`src/rtl/btle_adv_pkg.sv`:
```
// Shared constants for the BLE advertising event sequencer: state codes,
// advertising channel numbers and the fixed advertising link-layer values.
package btle_adv_pkg;

  localparam logic [2:0] ST_IDLE     = 3'd0;
  localparam logic [2:0] ST_LOAD     = 3'd1;
  localparam logic [2:0] ST_START    = 3'd2;
  localparam logic [2:0] ST_WAIT_TX  = 3'd3;
  localparam logic [2:0] ST_GAP      = 3'd4;
  localparam logic [2:0] ST_INTERVAL = 3'd5;

  localparam int ADV_CH37 = 37;
  localparam int ADV_CH38 = 38;
  localparam int ADV_CH39 = 39;

  localparam logic [7:0]  ADV_PREAMBLE               = 8'hAA;
  localparam logic [31:0] ADV_ACCESS_ADDRESS_DEFAULT = 32'h8E89BED6;
  localparam logic [23:0] ADV_CRC_INIT_DEFAULT       = 24'h555555;

  // Returns {found, index} of the lowest set bit of map at or above 'from'.
  function automatic logic [2:0] find_set_bit(input logic [2:0] map, input logic [1:0] from);
    logic [2:0] result;
    result = 3'b000;
    for (int i = 2; i >= 0; i--) begin
      if (map[i] && (2'(i) >= from)) begin
        result = {1'b1, 2'(i)};
      end
    end
    return result;
  endfunction

endpackage

```
`src/rtl/btle_down_counter.sv`:
```
// Loadable down counter that saturates at zero; one instance serves the
// inter-packet gap, the advertising interval and the transmit watchdog.
module btle_down_counter #(
  parameter int WIDTH = 32
) (
  input  logic             i_clk,
  input  logic             i_rst,
  input  logic             i_load,
  input  logic [WIDTH-1:0] i_load_value,
  input  logic             i_dec,
  output logic             o_zero
);

  logic [WIDTH-1:0] r_count;

  always_ff @(posedge i_clk) begin
    if (i_rst) begin
      r_count <= '0;
    end else if (i_load) begin
      r_count <= i_load_value;
    end else if (i_dec && (r_count != '0)) begin
      r_count <= r_count - WIDTH'(1);
    end
  end

  assign o_zero = (r_count == '0);

endmodule

```
`src/rtl/btle_adv_event_ctrl.sv`:
```
// Advertising event sequencer: walks the enabled channels 37/38/39, drives
// btle_tx loads and tx_start, and times gaps, intervals and a TX watchdog.
module btle_adv_event_ctrl
  import btle_adv_pkg::*;
#(
  parameter int                              CRC_STATE_BIT_WIDTH      = 24,
  parameter int                              CHANNEL_NUMBER_BIT_WIDTH = 6,
  parameter int                              TIMER_BIT_WIDTH          = 32,
  parameter logic [31:0]                     ADV_ACCESS_ADDRESS       = ADV_ACCESS_ADDRESS_DEFAULT,
  parameter logic [CRC_STATE_BIT_WIDTH-1:0]  ADV_CRC_INIT             = ADV_CRC_INIT_DEFAULT,
  parameter int                              TX_TIMEOUT_CYCLES        = 8192
) (
  input  logic                                i_clk,
  input  logic                                i_rst,
  input  logic                                i_enable,
  input  logic [2:0]                          i_chan_map,
  input  logic [TIMER_BIT_WIDTH-1:0]          i_gap_cycles,
  input  logic [TIMER_BIT_WIDTH-1:0]          i_interval_cycles,
  input  logic                                i_iq_valid_last,
  output logic [7:0]                          o_preamble,
  output logic [31:0]                         o_access_address,
  output logic [CRC_STATE_BIT_WIDTH-1:0]      o_crc_state_init_bit,
  output logic                                o_crc_state_init_bit_load,
  output logic [CHANNEL_NUMBER_BIT_WIDTH-1:0] o_channel_number,
  output logic                                o_channel_number_load,
  output logic                                o_tx_start,
  output logic                                o_busy,
  output logic                                o_event_done,
  output logic                                o_tx_timeout,
  output logic [15:0]                         o_event_count
);

  logic [2:0]                          r_state;
  logic [2:0]                          r_map;
  logic [1:0]                          r_idx;
  logic [CHANNEL_NUMBER_BIT_WIDTH-1:0] r_chan;
  logic                                r_load;
  logic                                r_tx_start;
  logic                                r_busy;
  logic                                r_done;
  logic                                r_timeout;
  logic [15:0]                         r_event_count;

  logic [2:0]                 w_state_nxt;
  logic [2:0]                 w_map_nxt;
  logic [1:0]                 w_idx_nxt;
  logic [2:0]                 w_first;
  logic [2:0]                 w_next;
  logic                       w_tmr_load;
  logic [TIMER_BIT_WIDTH-1:0] w_tmr_value;
  logic                       w_tmr_dec;
  logic                       w_tmr_zero;
  logic                       w_load_pulse;
  logic                       w_tx_start;
  logic                       w_done;
  logic                       w_timeout;

  assign w_first = find_set_bit(i_chan_map, 2'd0);
  assign w_next  = find_set_bit(r_map, r_idx + 2'd1);

  btle_down_counter #(
    .WIDTH(TIMER_BIT_WIDTH)
  ) u_timer (
    .i_clk       (i_clk),
    .i_rst       (i_rst),
    .i_load      (w_tmr_load),
    .i_load_value(w_tmr_value),
    .i_dec       (w_tmr_dec),
    .o_zero      (w_tmr_zero)
  );

  always_comb begin
    w_state_nxt  = r_state;
    w_map_nxt    = r_map;
    w_idx_nxt    = r_idx;
    w_tmr_load   = 1'b0;
    w_tmr_value  = '0;
    w_tmr_dec    = 1'b0;
    w_load_pulse = 1'b0;
    w_tx_start   = 1'b0;
    w_done       = 1'b0;
    w_timeout    = 1'b0;
    case (r_state)
      ST_IDLE: begin
        if (i_enable && w_first[2]) begin
          w_map_nxt   = i_chan_map;
          w_idx_nxt   = w_first[1:0];
          w_state_nxt = ST_LOAD;
        end
      end
      ST_LOAD: begin
        w_load_pulse = 1'b1;
        w_state_nxt  = ST_START;
      end
      ST_START: begin
        w_tx_start  = 1'b1;
        w_tmr_load  = 1'b1;
        w_tmr_value = TIMER_BIT_WIDTH'(TX_TIMEOUT_CYCLES);
        w_state_nxt = ST_WAIT_TX;
      end
      ST_WAIT_TX: begin
        // End of packet beats watchdog expiry; disabling with channels still
        // pending abandons the event without reporting it as done.
        if (i_iq_valid_last) begin
          if (w_next[2]) begin
            if (i_enable) begin
              w_idx_nxt   = w_next[1:0];
              w_tmr_load  = 1'b1;
              w_tmr_value = i_gap_cycles;
              w_state_nxt = ST_GAP;
            end else begin
              w_state_nxt = ST_IDLE;
            end
          end else begin
            w_done      = 1'b1;
            w_tmr_load  = 1'b1;
            w_tmr_value = i_interval_cycles;
            w_state_nxt = i_enable ? ST_INTERVAL : ST_IDLE;
          end
        end else if (w_tmr_zero) begin
          w_timeout   = 1'b1;
          w_state_nxt = ST_IDLE;
        end else begin
          w_tmr_dec = 1'b1;
        end
      end
      ST_GAP: begin
        if (!i_enable) begin
          w_state_nxt = ST_IDLE;
        end else if (w_tmr_zero) begin
          w_state_nxt = ST_LOAD;
        end else begin
          w_tmr_dec = 1'b1;
        end
      end
      ST_INTERVAL: begin
        if (!i_enable) begin
          w_state_nxt = ST_IDLE;
        end else if (w_tmr_zero) begin
          if (w_first[2]) begin
            w_map_nxt   = i_chan_map;
            w_idx_nxt   = w_first[1:0];
            w_state_nxt = ST_LOAD;
          end else begin
            w_state_nxt = ST_IDLE;
          end
        end else begin
          w_tmr_dec = 1'b1;
        end
      end
      default: begin
        w_state_nxt = ST_IDLE;
      end
    endcase
  end

  always_ff @(posedge i_clk) begin
    if (i_rst) begin
      r_state       <= ST_IDLE;
      r_map         <= 3'b000;
      r_idx         <= 2'd0;
      r_chan        <= CHANNEL_NUMBER_BIT_WIDTH'(ADV_CH37);
      r_load        <= 1'b0;
      r_tx_start    <= 1'b0;
      r_busy        <= 1'b0;
      r_done        <= 1'b0;
      r_timeout     <= 1'b0;
      r_event_count <= 16'd0;
    end else begin
      r_state    <= w_state_nxt;
      r_map      <= w_map_nxt;
      r_idx      <= w_idx_nxt;
      r_load     <= w_load_pulse;
      r_tx_start <= w_tx_start;
      r_busy     <= (w_state_nxt != ST_IDLE);
      r_done     <= w_done;
      r_timeout  <= w_timeout;
      if (w_load_pulse) begin
        r_chan <= CHANNEL_NUMBER_BIT_WIDTH'(ADV_CH37 + int'(r_idx));
      end
      if (w_done) begin
        r_event_count <= r_event_count + 16'd1;
      end
    end
  end

  assign o_preamble                = ADV_PREAMBLE;
  assign o_access_address          = ADV_ACCESS_ADDRESS;
  assign o_crc_state_init_bit      = ADV_CRC_INIT;
  assign o_crc_state_init_bit_load = r_load;
  assign o_channel_number          = r_chan;
  assign o_channel_number_load     = r_load;
  assign o_tx_start                = r_tx_start;
  assign o_busy                    = r_busy;
  assign o_event_done              = r_done;
  assign o_tx_timeout              = r_timeout;
  assign o_event_count             = r_event_count;

endmodule

```
`config.mk`:
```
export PLATFORM = sky130hd
export DESIGN_NAME = btle_adv_event_ctrl
export DESIGN_NICKNAME = d
export VERILOG_FILES = /design/src/rtl/btle_adv_pkg.sv /design/src/rtl/btle_down_counter.sv /design/src/rtl/btle_adv_event_ctrl.sv
export SDC_FILE = /design/constraint.sdc
export NUM_CORES = 1
export LEC_CHECK = 0
export CAP_MARGIN = 0
export CORE_MARGIN = 5
export CORE_UTILIZATION = 46
export CTS_CLUSTER_SIZE = 10
export DETAILED_ROUTE_END_ITERATION = 12
export PLACE_DENSITY = 0.82
export SLEW_MARGIN = 20
export SYNTH_ARGS = -nofsm -noshare
export SYNTH_HDL_FRONTEND = slang
export SYNTH_SLANG_ARGS = --single-unit
```
`constraint.sdc`:
```
create_clock -name i_clk -period 2.7 [get_ports i_clk]
set_input_delay 0.54 -clock i_clk [delete_from_list [all_inputs] [get_ports i_clk]]
set_output_delay 0.54 -clock i_clk [all_outputs]
set_load 0.1 [all_outputs]
```
==> flow_summary.json <==
{
  "ioPinCount": 163,
  "hold_class": "reg -> reg",
  "place_inst": 817,
  "cts-root-buf": "clkbuf_8",
  "layout-drive-gt1-share": 0.150,
  "report.final.setup_viol": 0,
  "hold_viol": 0,
  "rows": 36,
  "final_common_cell": "clkdlybuf4s50_1",
  "dr.pass1.iters": 6,
  "worst_pin_slew_ps": 812,
  "antenna_cells": 0,
  "synth_mux_area_frac": 0.00216,
  "track_usage": 0.235,
  "critPathArrivalTime_ps": 2720,
  "synth-xor-area-share": 0.0246,
  "cts_made_buffers": 9,
  "grt_pass1_vias": 4648,
  "fp.dieH_um": 110,
  "clk_latency_ps": 360,
  "power_density_nw_per_um2": 623,
  "syn-cell-area_um2": 4630,
  "max-vdd-ir-drop_uv": 274,
  "wl_per_cell_um": 17.5,
  "syn_inst": 590,
  "coreArea_um2": 9770,
  "finalNonFillerCells": 833,
  "vias": 4953,
  "n_fill_cell": 911,
  "seqCellArea_um2": 1300,
  "gp_congestion": 0.947,
  "fin_skew_ps": 10.8,
  "cts_resized": 0,
  "port_buffers": 96,
  "rsz0062_at_grt": "false",
  "worstSetupPathType": "reg -> reg",
  "grt_max_degree": 25,
  "synth-simple-area-share": 0.260,
  "critical_path.max_fanout": 18,
  "cts_sinks": 65,
  "start_kind": "flip-flop",
  "synth_compound_area_frac": 0.262,
  "multi_input_area_um2": 2850,
  "grt_first_pass_wirelength_um": 22600,
  "fmax_mhz": 407,
  "drc": 0,
  "yosysUniqueCellTypes": 71,
  "finalSetupTns_ps": 0,
  "power_leakage_nw": 2.26,
  "synthFlopType": "dfxtp_1",
  "die_area_um2": 12200,
  "min_period_ps": 2460,
  "ant_nets": 0,
  "synth_edf_count": 0,
  "syn_area_per_cell_um2": 7.84,
  "yosysSeqAreaShare": 0.281,
  "synthAdderAreaFrac": 0.0108,
  "ys_warn_count": 0,
  "drv_slew": 0,
  "antenna_found_initial": 0,
  "routed_wl_um": 14500,
  "final_cell_mix": "69 x clkdlybuf4s50_1, 66 x conb_1, 65 x dfxtp_1, 63 x buf_4, 33 x nand3_1",
  "max_slew_margin": 0.457,
  "min_period_over_period": 0.911,
  "fp.dieW_um": 110,
  "layout.nets": 770,
  "h-tree-depth": 3,
  "dp_hpwl_um": 11100,
  "viasPerCell": 5.95,
  "cp-end-kind": "flip-flop",
  "holdBufCountCts": 0,
  "status": "complete, no violations",
  "cts.path.max_buffers": 2,
  "start_util": 0.473,
  "cp.required_ps": 2960,
  "max-cap-violations": 0,
  "synth-seq-cells": 65,
  "cts_tree": "done",
  "synth_top_family_by_area": "compound AO/OA/AOI/OAI gates",
  "post-cts-setup-buffers": 0,
  "area.growth.synth_to_final_pct": 25.3,
  "path_clk_slew_ps": 90,
  "synthArstFlopShare": 0,
  "grt_overflow": 0,
  "drt_iter0_drc": 416
}
[kinds of logic after synthesis]
kind of cell | Yosys count
simple gates | 215
flops | 65
compound gates | 166
other cells | 2
buf+inv | 124
fa+ha+maj | 4
xor+xnor | 13
mux | 1
[power by group]
group / internal [W] / switching, W
Clock: 0.000435 / 0.000439
Combinational: 0.000498 / 0.00115
Sequential: 0.00102 / 0.0000708
Total: 0.00196 / 0.00165
[through the flow]
| step | total power (W) | area, um2 | hold WS, ps | utilization | setup slack [ps] |
|---|---|---|---|---|---|
| final | 0.00361 | 5800 | 457 | 0.593 | 240 |
| after global routing | 0.00377 | 5800 | 504 | 0.593 | 129 |
| after CTS | 0.00358 | 5800 | 460 | 0.593 | 271 |
| after detailed placement | 0.00272 | 5590 | 448 | 0.572 | 83.3 |
| after global placement | 0.00269 | 5590 | 446 | 0.572 | 138 |
| after floorplan | 0.00235 | 4870 | 460 | - | 229 |
[critical path, cell delays in order, from the launching register on]
cell and delay (ps):
dfxtp_1 380, inv_1 80, ha_1 360, a22o_1 270
a211oi_2 390, or2_2 200, buf_4 240, o22ai_1 130
a221oi_1 300
[cells in the mapped netlist, types with 4 or more instances]
cell type	count	area share
nand2_1	29	0.024
o221ai_1	4	0.0076
and3_1	5	0.0068
nor2_1	32	0.026
inv_1	18	0.015
clkbuf_1	29	0.024
o211ai_1	23	0.037
o22ai_1	11	0.015
or3_1	10	0.014
o31a_1	4	0.0076
buf_2	6	0.0065
nor3_1	31	0.034
dfxtp_1	65	0.28
a22o_1	4	0.0076
a21oi_1	30	0.032
o21ai_0	12	0.013
xnor2_1	10	0.019
a221oi_1	6	0.011
nand4_1	14	0.019
a31oi_1	7	0.0095
nor4_1	14	0.019
a211oi_1	11	0.018
or4_1	10	0.016
a22oi_1	16	0.026
buf_4	68	0.11
a21o_1	5	0.0081
o2111ai_1	5	0.0095
ha_1	4	0.011
nand3_1	33	0.036
[worst paths after layout]
| kind | from | to | slack [ps] | cells after the start |
|---|---|---|---|---|
| worst max register to register | r_idx[0]$_SDFFE_PP0P_ | u_timer.r_count[21]$_SDFFE_PP0P_ | 240 | 8 |
| worst max-delay path | r_idx[0]$_SDFFE_PP0P_ | u_timer.r_count[21]$_SDFFE_PP0P_ | 240 | 8 |
| worst min-delay path | o_channel_number[3]$_SDFFE_PP0P_ | o_channel_number[3]$_SDFFE_PP0P_ | 460 | 2 |
| worst min register to register | o_channel_number[3]$_SDFFE_PP0P_ | o_channel_number[3]$_SDFFE_PP0P_ | 460 | 2 |
[sequential cells by signal (all words and copies together), names as in the netlist]
name                   count
o_busy                     1
o_event_done               1
u_timer.r_count           32
o_channel_number           4
o_tx_timeout               1
o_channel_number_load      1
r_idx                      2
r_map                      3
o_event_count             16
r_state                    3
o_tx_start                 1
[layer usage]
| layer | global-route usage | wire, um | vias up |
|---|---|---|---|
| li1 | - | - | 2327 |
| met3 | 0.0472 | 1180 | 31 |
| met4 | 0.0756 | 289 | 0 |
| met1 | 0.304 | 6050 | 2350 |
| met5 | 0 | 0 | - |
| met2 | 0.392 | 7020 | 245 |
[final cells by class]
class,count,share of cell area
Multi-Input combinational cell,465,0.491
Clock buffer,9,0.0214
Timing Repair Buffer,135,0.208
Sequential cell,65,0.224
Tap cell,133,0.0287
Clock inverter,7,0.0138
Inverter,19,0.0123
Power figures use the tool's default switching activity.
